==> src/rtl/stage_sequencer.sv <==
// Multi-cycle instruction sequencer: walks each instruction through
// FETCH/DECODE/EXEC/MEM/WB, with a data-memory watchdog and a sticky TRAP state.
module stage_sequencer (
    input  logic        clock,
    input  logic        reset_n,
    input  logic [31:0] instruction,
    input  logic        memReady,
    input  logic        branchCond,
    output logic        irWrite,
    output logic        pcWrite,
    output logic [1:0]  pcSrc,
    output logic        memReq,
    output logic        memWe,
    output logic        regWriteEn,
    output logic [2:0]  stage,
    output logic        illegal,
    output logic        memTimeout,
    output logic [15:0] retired
);

    typedef enum logic [2:0] {
        S_FETCH  = 3'b000,
        S_DECODE = 3'b001,
        S_EXEC   = 3'b010,
        S_MEM    = 3'b011,
        S_WB     = 3'b100,
        S_TRAP   = 3'b111
    } state_t;

    localparam logic [2:0] CL_NOP   = 3'b000;
    localparam logic [2:0] CL_ALU   = 3'b001;
    localparam logic [2:0] CL_CONST = 3'b010;
    localparam logic [2:0] CL_LDST  = 3'b100;
    localparam logic [2:0] CL_CTRL  = 3'b101;

    localparam logic [2:0] SUB_JUMP = 3'b000;
    localparam logic [2:0] SUB_BEQ  = 3'b001;
    localparam logic [2:0] SUB_BNE  = 3'b010;
    localparam logic [2:0] SUB_JAL  = 3'b011;
    localparam logic [2:0] SUB_JR   = 3'b100;

    state_t      state_q, state_d;
    logic [2:0]  class_q, class_d;
    logic [2:0]  sub_q, sub_d;
    logic        store_q, store_d;
    logic [3:0]  wdog_q, wdog_d;
    logic        illegal_q, illegal_d;
    logic        timeout_q, timeout_d;
    logic [15:0] retired_q, retired_d;

    logic        ir_w, pc_w, mem_req, mem_we, reg_we;
    logic [1:0]  pc_src;
    logic [2:0]  dec_class, dec_sub;
    logic        unused_instr_bits;

    assign dec_class         = instruction[31:29];
    assign dec_sub           = instruction[28:26];
    assign unused_instr_bits = ^{instruction[25], instruction[23:0]};

    always_ff @(posedge clock or negedge reset_n) begin
        if (!reset_n) begin
            state_q   <= S_FETCH;
            class_q   <= 3'b000;
            sub_q     <= 3'b000;
            store_q   <= 1'b0;
            wdog_q    <= 4'd0;
            illegal_q <= 1'b0;
            timeout_q <= 1'b0;
            retired_q <= 16'd0;
        end else begin
            state_q   <= state_d;
            class_q   <= class_d;
            sub_q     <= sub_d;
            store_q   <= store_d;
            wdog_q    <= wdog_d;
            illegal_q <= illegal_d;
            timeout_q <= timeout_d;
            retired_q <= retired_d;
        end
    end

    always_comb begin
        state_d   = state_q;
        class_d   = class_q;
        sub_d     = sub_q;
        store_d   = store_q;
        wdog_d    = wdog_q;
        illegal_d = illegal_q;
        timeout_d = timeout_q;
        ir_w      = 1'b0;
        pc_w      = 1'b0;
        pc_src    = 2'b00;
        mem_req   = 1'b0;
        mem_we    = 1'b0;
        reg_we    = 1'b0;

        case (state_q)
            S_FETCH: begin
                ir_w    = 1'b1;
                state_d = S_DECODE;
            end

            S_DECODE: begin
                class_d = dec_class;
                sub_d   = (dec_class == CL_CTRL) ? dec_sub : 3'b000;
                store_d = (dec_class == CL_LDST) & instruction[24];
                case (dec_class)
                    CL_NOP: begin
                        pc_w    = 1'b1;
                        state_d = S_FETCH;
                    end
                    CL_ALU, CL_CONST, CL_LDST: state_d = S_EXEC;
                    CL_CTRL: begin
                        if (dec_sub <= SUB_JR) begin
                            state_d = S_EXEC;
                        end else begin
                            state_d   = S_TRAP;
                            illegal_d = 1'b1;
                        end
                    end
                    default: begin
                        state_d   = S_TRAP;
                        illegal_d = 1'b1;
                    end
                endcase
            end

            S_EXEC: begin
                case (class_q)
                    CL_ALU, CL_CONST: state_d = S_WB;
                    CL_LDST: begin
                        state_d = S_MEM;
                        wdog_d  = 4'd0;
                    end
                    CL_CTRL: begin
                        // Branches and jumps retire here; only jal needs a writeback.
                        case (sub_q)
                            SUB_JUMP: begin
                                pc_w    = 1'b1;
                                pc_src  = 2'b01;
                                state_d = S_FETCH;
                            end
                            SUB_BEQ, SUB_BNE: begin
                                pc_w    = 1'b1;
                                pc_src  = branchCond ? 2'b01 : 2'b00;
                                state_d = S_FETCH;
                            end
                            SUB_JR: begin
                                pc_w    = 1'b1;
                                pc_src  = 2'b10;
                                state_d = S_FETCH;
                            end
                            SUB_JAL: state_d = S_WB;
                            default: state_d = S_TRAP;
                        endcase
                    end
                    default: state_d = S_TRAP;
                endcase
            end

            S_MEM: begin
                mem_req = 1'b1;
                mem_we  = store_q;
                if (memReady) begin
                    if (store_q) begin
                        pc_w    = 1'b1;
                        state_d = S_FETCH;
                    end else begin
                        state_d = S_WB;
                    end
                end else if (wdog_q == 4'hF) begin
                    // Sixteenth consecutive stalled cycle: give up on the access.
                    state_d   = S_TRAP;
                    timeout_d = 1'b1;
                end else begin
                    wdog_d = wdog_q + 4'd1;
                end
            end

            S_WB: begin
                reg_we  = 1'b1;
                pc_w    = 1'b1;
                pc_src  = (class_q == CL_CTRL) ? 2'b01 : 2'b00;
                state_d = S_FETCH;
            end

            S_TRAP: state_d = S_TRAP;

            default: state_d = S_TRAP;
        endcase

        retired_d = pc_w ? retired_q + 16'd1 : retired_q;
    end

    // Strobes are gated by reset_n so they drop the moment reset asserts.
    assign irWrite    = ir_w & reset_n;
    assign pcWrite    = pc_w & reset_n;
    assign pcSrc      = reset_n ? pc_src : 2'b00;
    assign memReq     = mem_req & reset_n;
    assign memWe      = mem_we & reset_n;
    assign regWriteEn = reg_we & reset_n;
    assign stage      = state_q;
    assign illegal    = illegal_q;
    assign memTimeout = timeout_q;
    assign retired    = retired_q;

endmodule

==> config.mk <==
export PLATFORM = sky130hd
export DESIGN_NAME = stage_sequencer
export DESIGN_NICKNAME = d
export VERILOG_FILES = /design/src/rtl/stage_sequencer.sv
export SDC_FILE = /design/constraint.sdc
export NUM_CORES = 1
export LEC_CHECK = 0
export CAP_MARGIN = 20
export CORE_MARGIN = 1
export CORE_UTILIZATION = 44
export DETAILED_ROUTE_END_ITERATION = 16
export PLACE_DENSITY = 0.8
export SLEW_MARGIN = 10
export SYNTH_ARGS = -nofsm -noshare
export SYNTH_HDL_FRONTEND = slang
export SYNTH_SLANG_ARGS = --single-unit
==> constraint.sdc <==
create_clock -name clock -period 2.3 [get_ports clock]
set_input_delay 0.46 -clock clock [delete_from_list [all_inputs] [get_ports clock]]
set_output_delay 0.46 -clock clock [all_outputs]
set_load 0.02 [all_outputs]
==> qor.yml, run 1 <==
dieWidth_um: 64.17
synth_cell_types: 45
drive_above_1_share: 0.2411
antenna_cells: 0
async_reset_ff_frac: 1.000
dp.cells: 264
synth-edff-count: 0
firstDrtPassIters: 4
holdPathStages: 2
fin_skew_ns: 0.005519
clk_latency_ns: 0.28
die_height_um: 64.17
post-route-util: 0.6493
nets: 261
grt_max_degree: 17
std_cell_rows: 22
ir_drop_mv: 0.5503
slew_headroom: 0.7447
grt_usage: 0.1938
fmax_ghz: 0.4500
maxSlewViolCount: 0
worstMarginPinSlew_ns: 0.3829
dpl_cell_area_um2: 2272
required_ns: 1.84
status: "finished clean"
vias: 1459
hold_class: "flop to flop"
ant_nets: 0
power.leakage_nw: 1.001
ys.warnings.count: 0
cp_max_fo: 2
core_um2: 3689
worstHoldEndpoint: "memTimeout$_DFFE_PN0P_"
reg2reg_slack_ns: 0.41
synthesis.nets: 198
cts_tree: "yes"
fin_crit_ns: 2.222
ys_ff_latch: 32
fin_tns_setup_ns: 0
hold_start: "memTimeout$_DFFE_PN0P_"
clk_pin_slew_ns: 0.07
cts_buffer_depth: 2
setup_viol: 0
stdcell_area_um2: 2395
syn2layout_area_growth_pct: 40.84
die-area_um2: 4117
drc: 0
synthesis.area_um2: 1700
crit_type: "input port to output pin"
synth_top_cell_area_share: 0.4709
synthCells: 160
yosysSeqAreaShare: 0.4709
portBuffers: 38
cts.sinks: 32
drtIter0Drc: 59
r2r_end: "retired[8]$_DFFE_PN0P_"
grt_pass1_vias: 1356
gp_congestion: 0.8107
antenna_found_initial: 0
routed_wl_um: 3632
cp.arrival_ns: 1.76
hold_viol_final: 0
ff2ff_path_depth: 5
syn_area_per_cell_um2: 10.63
cts_setup_buffers: 0
r2r_start: "sub_q[1]$_DFFE_PN0P_"
yosysTopAreaCell: "dfrtp_1"
synth_top_cells_by_area: "dfrtp_1 47%, xor2_1 4.6%, xnor2_1 3.6%"
cts_htree_levels: 2
hpwl_um: 2801
synth_ff_type: "dfrtp_1"
cts_made_buffers: 5
cap_viol_max_count: 0
grt.overflow.total: 0
endpoint_kind: "output pin"
synth_most_common_cell: "dfrtp_1"
synth_common_cells: "32 x dfrtp_1, 14 x nand2_1, 9 x nor2_1, 9 x xor2_1"
grt_pass1_wl_um: 6099
finalNonFillerCells: 272
vias_per_cell: 5.364
initial_utilization: 0.4610
io_pins: 64
clockRootBuffer: "clkbuf_8"
powerDensity_nw_per_um2: 821.3
finalCritPeriodShare: 0.9662
cp-start-kind: "input port"
wl_per_cell_um: 13.35
how the worst max path moves through the flow:
stage,to,startpoint
finish,pcWrite,instruction[31]
CTS,pcSrc[1],stage[2]$_DFFE_PN0P_
detailed placement,pcSrc[0],branchCond
floorplan,pcSrc[0],branchCond
global placement,pcSrc[0],branchCond
global route,pcWrite,instruction[31]
worst max-delay path, stage by stage:
cell and delay [ns]:
clkdlybuf4s50_1 0.46, nor3_4 0.24, a21oi_2 0.08, o221ai_1 0.20, and2_1 0.17, buf_4 0.14
sequential cells by signal, indices dropped and copies added, names as in the netlist:
register and cells:
wdog_q 4, memTimeout 1, class_q 3, retired 16, sub_q 3, illegal 1, stage 3, store_q 1
stage by stage:
| stage | total power [mW] | worst slack [ns] | hold slack, ns |
|---|---|---|---|
| global route | 2.078 | -0.003422 | 0.5056 |
| detailed placement | 1.440 | -0.7596 | 0.4569 |
| global placement | 1.423 | -0.7406 | 0.4497 |
| floorplan | 1.161 | 0.01914 | 0.1644 |
| finish | 1.967 | 0.07764 | 0.4639 |
| CTS | 1.970 | -0.005908 | 0.4733 |
logic make-up (layout without fill, tap and decap cells):
family,Yosys count,after routing,share of synthesized area
simple gates,72,72,0.2568
xor+xnor,16,16,0.08242
buf+inv,8,72,0.03090
mux,5,5,0.03238
compound gates,23,23,0.1001
flops,32,32,0.4709
fa+ha+maj,4,4,0.02649
where the power goes:
group / switching, mW / total (mW) / internal (mW)
logic: 0.293 / 0.619 / 0.326
registers: 0.141 / 0.826 / 0.685
clock network: 0.201 / 0.522 / 0.321
total: 0.636 / 1.97 / 1.33
layer usage:
metal	share of wire	GRT usage	vias up
met5	0	0	-
met4	0.0061	0.05833	0
met3	0.036	0.05000	4
met2	0.52	0.3391	38
met1	0.44	0.2324	711
li1	-	-	706
cell type report:
class                   count  area, µm²
flip-flops and latches     32      800.8
repair buffers             61      534.3
clock inverters             2      35.03
multi-input cells         120      880.8
fillers                   317       1294
well taps                  48      60.06
inverters                   3      11.26
clock buffers               6      72.57
cell usage in the layout (no fill, tap or decap), types with 6 or more instances in the layout:
cell type / netlist / layout
buf_4: 2 / 24
clkdlybuf4s50_1: 0 / 30
dfrtp_1: 32 / 32
nand2_1: 14 / 14
nand3_1: 8 / 8
nand4_1: 6 / 6
nor2_1: 9 / 9
nor3_1: 8 / 6
xnor2_1: 7 / 7
xor2_1: 9 / 9
repair_timing:
action | CTS | global route
pin swaps | 5 | 2
endpoints found under the setup margin | 7 | 2
cloned | 0 | 0
gates resized for setup | 20 | 6
hold buffers | 0 | 0
No activity file was read; power rests on OpenSTA's default activity.
==> inputs of run 2 (changes only) <==
--- a/config.mk
+++ b/config.mk
@@ -6,7 +6,7 @@
 export NUM_CORES = 1
 export LEC_CHECK = 0
 export CAP_MARGIN = 20
-export CORE_MARGIN = 1
+export CORE_MARGIN = 4
 export CORE_UTILIZATION = 44
 export DETAILED_ROUTE_END_ITERATION = 16
 export PLACE_DENSITY = 0.8
==> run 2 against run 1 <==
Against the previous run: fmax shrank 0.91%; sequential share of layout area shrank 0.052 points; worst hold slack gained 0.0010 ns; global-route usage shrank 2.1 points; power shrank 1.8%; via count shrank 0.75%; die area grew 20%; cell area grew 0.16%; critical path type unchanged; count of clock-buffer cells in the layout grew 1.
==> qor.yml, run 2 (same netlist as run 1, synthesis figures left out) <==
cp.arrival_ns: 1.78
nets: 262
grt_max_degree: 17
timing.final.ws_setup_ns: 0.05724
gp_congestion: 0.7907
timing.hold.ws_ns: 0.4649
p_sw_mw: 0.6552
fmax_ghz: 0.4459
cp-start-kind: "input port"
drc: 0
netSwitchingFraction: 0.3393
required_ns: 1.84
setup_viol: 0
post-route-util: 0.6503
cts_made_buffers: 5
antenna_found_initial: 0
worstMarginPinSlew_ns: 0.3999
hold_viol_final: 0
dpl_cell_area_um2: 2265
die-area_um2: 4923
dieWidth_um: 70.17
drtIter0Drc: 56
power.share.clock: 0.240
cp_max_fo: 2
met1_length_um: 1661
vias_per_cell: 5.324
ir_drop_mv: 0.4823
cts_buffer_depth: 2
p_int_mw: 1.276
fin_tns_setup_ns: 0
final_common_cell: "dfrtp_1"
status: "finished clean"
hpwl_um: 2938
std_cell_rows: 22
endpoint_kind: "output pin"
wl_met2_um: 2177
clk_pin_slew_ns: 0.06
wl_per_cell_um: 15.00
total_power_mw: 1.931
fin_skew_ns: 0.003631
clockRootBuffer: "clkbuf_8"
power.leakage_nw: 1.014
initial_utilization: 0.4610
cts_htree_levels: 2
portBuffers: 38
syn2layout_area_growth_pct: 41.06
pwr-share-seq: 0.433
cap_viol_max_count: 0
fin_crit_ns: 2.243
grt.overflow.total: 0
antenna_cells: 0
stdcell_area_um2: 2399
top_layer_used: "met4"
dp.cells: 263
die_height_um: 70.17
dp_slack_ns: -0.7130
grt_pass1_wl_um: 6637
cts.sinks: 32
vias: 1448
finalCritPeriodShare: 0.9751
io_pins: 64
finalNonFillerCells: 272
core_um2: 3689
largest_reg_flops: 16
routed_wl_um: 4081
powerDensity_nw_per_um2: 805.0
cts_tree: "yes"
firstDrtPassIters: 4
grt_usage: 0.1724
met3_length_um: 174
postCtsHoldBufs: 0
ant_nets: 0
crit_type: "input port to output pin"
slew_headroom: 0.7334
hold_class: "flop to flop"
grt_pass1_vias: 1444
power_frac_comb: 0.327
drive_above_1_share: 0.2455
clk_latency_ns: 0.28
layout_common_cells: "32 x dfrtp_1, 30 x clkdlybuf4s50_1, 24 x buf_4, 14 x nand2_1"
maxSlewViolCount: 0
[run 2: cell count changes in the layout (fill, tap and decap cells not counted)]
| cell | before | now |
|---|---|---|
| clkinv_2 | 1 | 0 |
| clkbuf_8 | 5 | 7 |
| dlymetal6s2s_1 | 0 | 1 |
| dlygate4sd2_1 | 5 | 4 |
| clkbuf_1 | 1 | 0 |
| nor4_1 | 0 | 1 |
| o221ai_2 | 0 | 1 |
| buf_6 | 0 | 1 |
| bufinv_16 | 1 | 0 |
| nor4_2 | 1 | 0 |
| o221ai_1 | 1 | 0 |
[run 2: worst paths after layout]
kind,end,slack (ns),startpoint,cells past startpoint
hold / removal,memTimeout$_DFFE_PN0P_,0.46,memTimeout$_DFFE_PN0P_,2
max in group asynchronous,retired[7]$_DFFE_PN0P_,1.33,reset_n,4
setup / recovery,pcWrite,0.06,instruction[31],6
hold reg to reg,memTimeout$_DFFE_PN0P_,0.46,memTimeout$_DFFE_PN0P_,2
setup reg to reg,retired[8]$_DFFE_PN0P_,0.27,sub_q[1]$_DFFE_PN0P_,6
min in group asynchronous,memTimeout$_DFFE_PN0P_,0.53,reset_n,2
[run 2: worst max-delay path: stages]
cell and delay (ns):
clkdlybuf4s50_1 0.47, nor3_4 0.28, a21oi_2 0.10, o221ai_2 0.16
and2_1 0.15, buf_2 0.16
[run 2: metal layers]
layer	up-vias	track usage
met3	5	0.05612
met1	699	0.1957
met5	-	0
met2	38	0.2949
li1	706	-
met4	0	0.07447
[run 2: final cells by class]
| type | instances | area, µm² |
|---|---|---|
| clock buffer | 7 | 96.34 |
| fill | 298 | 1290 |
| inverter | 3 | 11.26 |
| multi-input combinational | 120 | 880.8 |
| sequential | 32 | 800.8 |
| tap | 48 | 60.06 |
| timing repair buffer | 62 | 549.3 |
[run 2: timing repair]
| action | in CTS | in global routing |
|---|---|---|
| resized for setup | 17 | 10 |
| buffers inserted | 2 | 0 |
| pin swaps | 2 | 4 |
| endpoints found under the setup margin | 7 | 3 |
[run 2: power groups by stage]
stage / sequential, mW / clock (mW) / combinational (mW)
2_1_floorplan: 0.867 / 0 / 0.294
4_1_cts: 0.832 / 0.469 / 0.623
3_5_place_dp: 0.836 / 0 / 0.609
5_1_grt: 0.857 / 0.497 / 0.695
3_3_place_gp: 0.827 / 0 / 0.588
6_report: 0.836 / 0.464 / 0.631
==> inputs of run 3 (changes only) <==
--- a/config.mk
+++ b/config.mk
@@ -9,7 +9,8 @@
 export CORE_MARGIN = 4
 export CORE_UTILIZATION = 44
 export DETAILED_ROUTE_END_ITERATION = 16
-export PLACE_DENSITY = 0.8
+export GPL_TIMING_DRIVEN = 0
+export PLACE_DENSITY_LB_ADDON = 0.15
 export SLEW_MARGIN = 10
 export SYNTH_ARGS = -nofsm -noshare
 export SYNTH_HDL_FRONTEND = slang
==> run 3 against run 2 <==
Against the previous run: cell count fell by 6.3%; critical path depth did not move; fmax rose by 0.51%; global-route usage fell by 0.47 points; register-to-register slack improved by 0.05 ns; worst hold slack got worse by 0.35 ns; count of clock-buffer cells in the layout did not move; routed wire length fell by 6.7%; combinational power fell by 10%.
==> qor.yml, run 3 (same netlist as run 1, synthesis figures left out) <==
status: "finished clean"
worstMarginPinSlew_ns: 0.6584
antenna_found_initial: 0
maxSlewViolCount: 0
routed_wl_um: 3809
antenna_cells: 0
ir_drop_mv: 0.3605
finalCritPeriodShare: 0.9702
final_common_cell: "dfrtp_1"
grt.overflow.total: 0
cts_tree: "yes"
cp-start-kind: "flop"
regArea_um2: 802.0
io_pins: 64
grt_pass1_vias: 1403
cts_buffer_depth: 2
dp_slack_ns: -0.9857
crit_type: "flop to output pin"
vias_per_cell: 5.443
endpoint_kind: "output pin"
portBuffers: 38
cts.sinks: 32
vias: 1388
timing.final.ws_setup_ns: 0.06865
crit_chain: "buf_4, and2b_2, a21oi_4, o221ai_4, and2_4, buf_4"
clk_pin_slew_ns: 0.07
wl_per_cell_um: 14.94
hold_class: "input port to async pin"
cp.arrival_ns: 1.77
fin_crit_ns: 2.231
fmax_ghz: 0.4482
drtIter0Drc: 43
grt_pass1_wl_um: 6672
cts_htree_levels: 2
largest_reg_flops: 16
cts_made_buffers: 5
nFillCells: 337
nets: 245
required_ns: 1.84
grt_usage: 0.1677
multiInputGateArea_um2: 895.9
initial_utilization: 0.4610
slowest_delay_ns: 0.45
busiest_layer: "met2"
std_cell_rows: 22
rsz0062_at_grt: "no"
ant_nets: 0
clockRootBuffer: "clkbuf_8"
die_height_um: 70.17
core_um2: 3689
cap_viol_max_count: 0
use_met3: 0.05612
powerDensity_nw_per_um2: 821.6
clk_latency_ns: 0.29
crit_path_frequent_cell: "buf_4"
firstDrtPassIters: 4
gp_congestion: 0.8273
grtUsageMet1: 0.2114
drive_above_1_share: 0.1932
hpwl_um: 2786
post-route-util: 0.6204
fin_skew_ns: 0.006688
layout_common_cells: "31 x dfrtp_1, 26 x clkdlybuf4s50_1, 14 x nand2_1, 9 x nor2_1, 9 x xor2_1"
power.leakage_nw: 0.9537
setup_viol: 0
hold_viol_final: 0
cp_max_fo: 10
grt_max_degree: 38
syn2layout_area_growth_pct: 34.58
dieWidth_um: 70.17
gr-usage-met2: 0.2718
die-area_um2: 4923
drc: 0
cpMaxStageDelayCell: "dfrtp_2"
slew_headroom: 0.5581
[run 3: power breakdown]
part           internal [mW]  switching, mW  leakage, nW
clock network          0.266          0.207       0.0503
registers              0.685          0.154        0.366
logic                  0.282          0.286        0.537
[run 3: per-stage QoR]
stage          power, mW  instances  cell area, µm²  TNS [ns]  hold slack, ns
6_report           1.880        255            2288         0          0.1165
4_1_cts            1.872        254            2248   -0.1270          0.1301
3_5_place_dp       1.396        246            2136    -3.889          0.4566
3_3_place_gp       1.366        246            2141    -9.468          0.4514
2_1_floorplan      1.161        160            1700         0          0.1644
5_1_grt            1.994        255            2288         0          0.1485
[run 3: routing by layer]
layer,vias to the layer above,wire (µm)
li1,670,-
met1,680,1660
met2,32,1895
met3,6,203
met4,0,48
met5,-,0
[run 3: repair_timing]
action | in CTS | in global routing
hold endpoints to repair | 0 | 0
setup endpoints to repair | 7 | 3
resized for setup | 19 | 14
pin swaps | 4 | 3
hold buffers | 0 | 0
buffers inserted | 1 | 1
[run 3: final timing paths]
path,startpoint,to,slack (ns),cells past startpoint
min in group clock,retired[15]$_DFFE_PN0P_,retired[15]$_DFFE_PN0P_,0.46,1
min,reset_n,wdog_q[1]$_DFFE_PN0P_,0.12,1
min reg2reg,retired[15]$_DFFE_PN0P_,retired[15]$_DFFE_PN0P_,0.46,1
max in group asynchronous,reset_n,stage[2]$_DFFE_PN0P_,1.85,1
max reg2reg,stage[2]$_DFFE_PN0P_,wdog_q[3]$_DFFE_PN0P_,0.32,6
max,stage[2]$_DFFE_PN0P_,pcWrite,0.07,6
[run 3: area by class of cell]
| cell class | instances | share of cell area |
|---|---|---|
| Timing Repair Buffer | 40 | 0.1668 |
| Multi-Input combinational cell | 120 | 0.3915 |
| Inverter | 3 | 0.004921 |
| Clock buffer | 7 | 0.04210 |
| Tap cell | 48 | 0.02624 |
| Sequential cell | 32 | 0.3505 |
| Buffer | 5 | 0.01804 |
[run 3: critical path, delay by kind of cell (launching register included)]
kind / cells / cell delay, ns
flip-flops: 1 / 0.45
AO/OA/AOI/OAI: 2 / 0.31
buffers and inverters: 2 / 0.33
AND/OR/NAND/NOR: 2 / 0.40
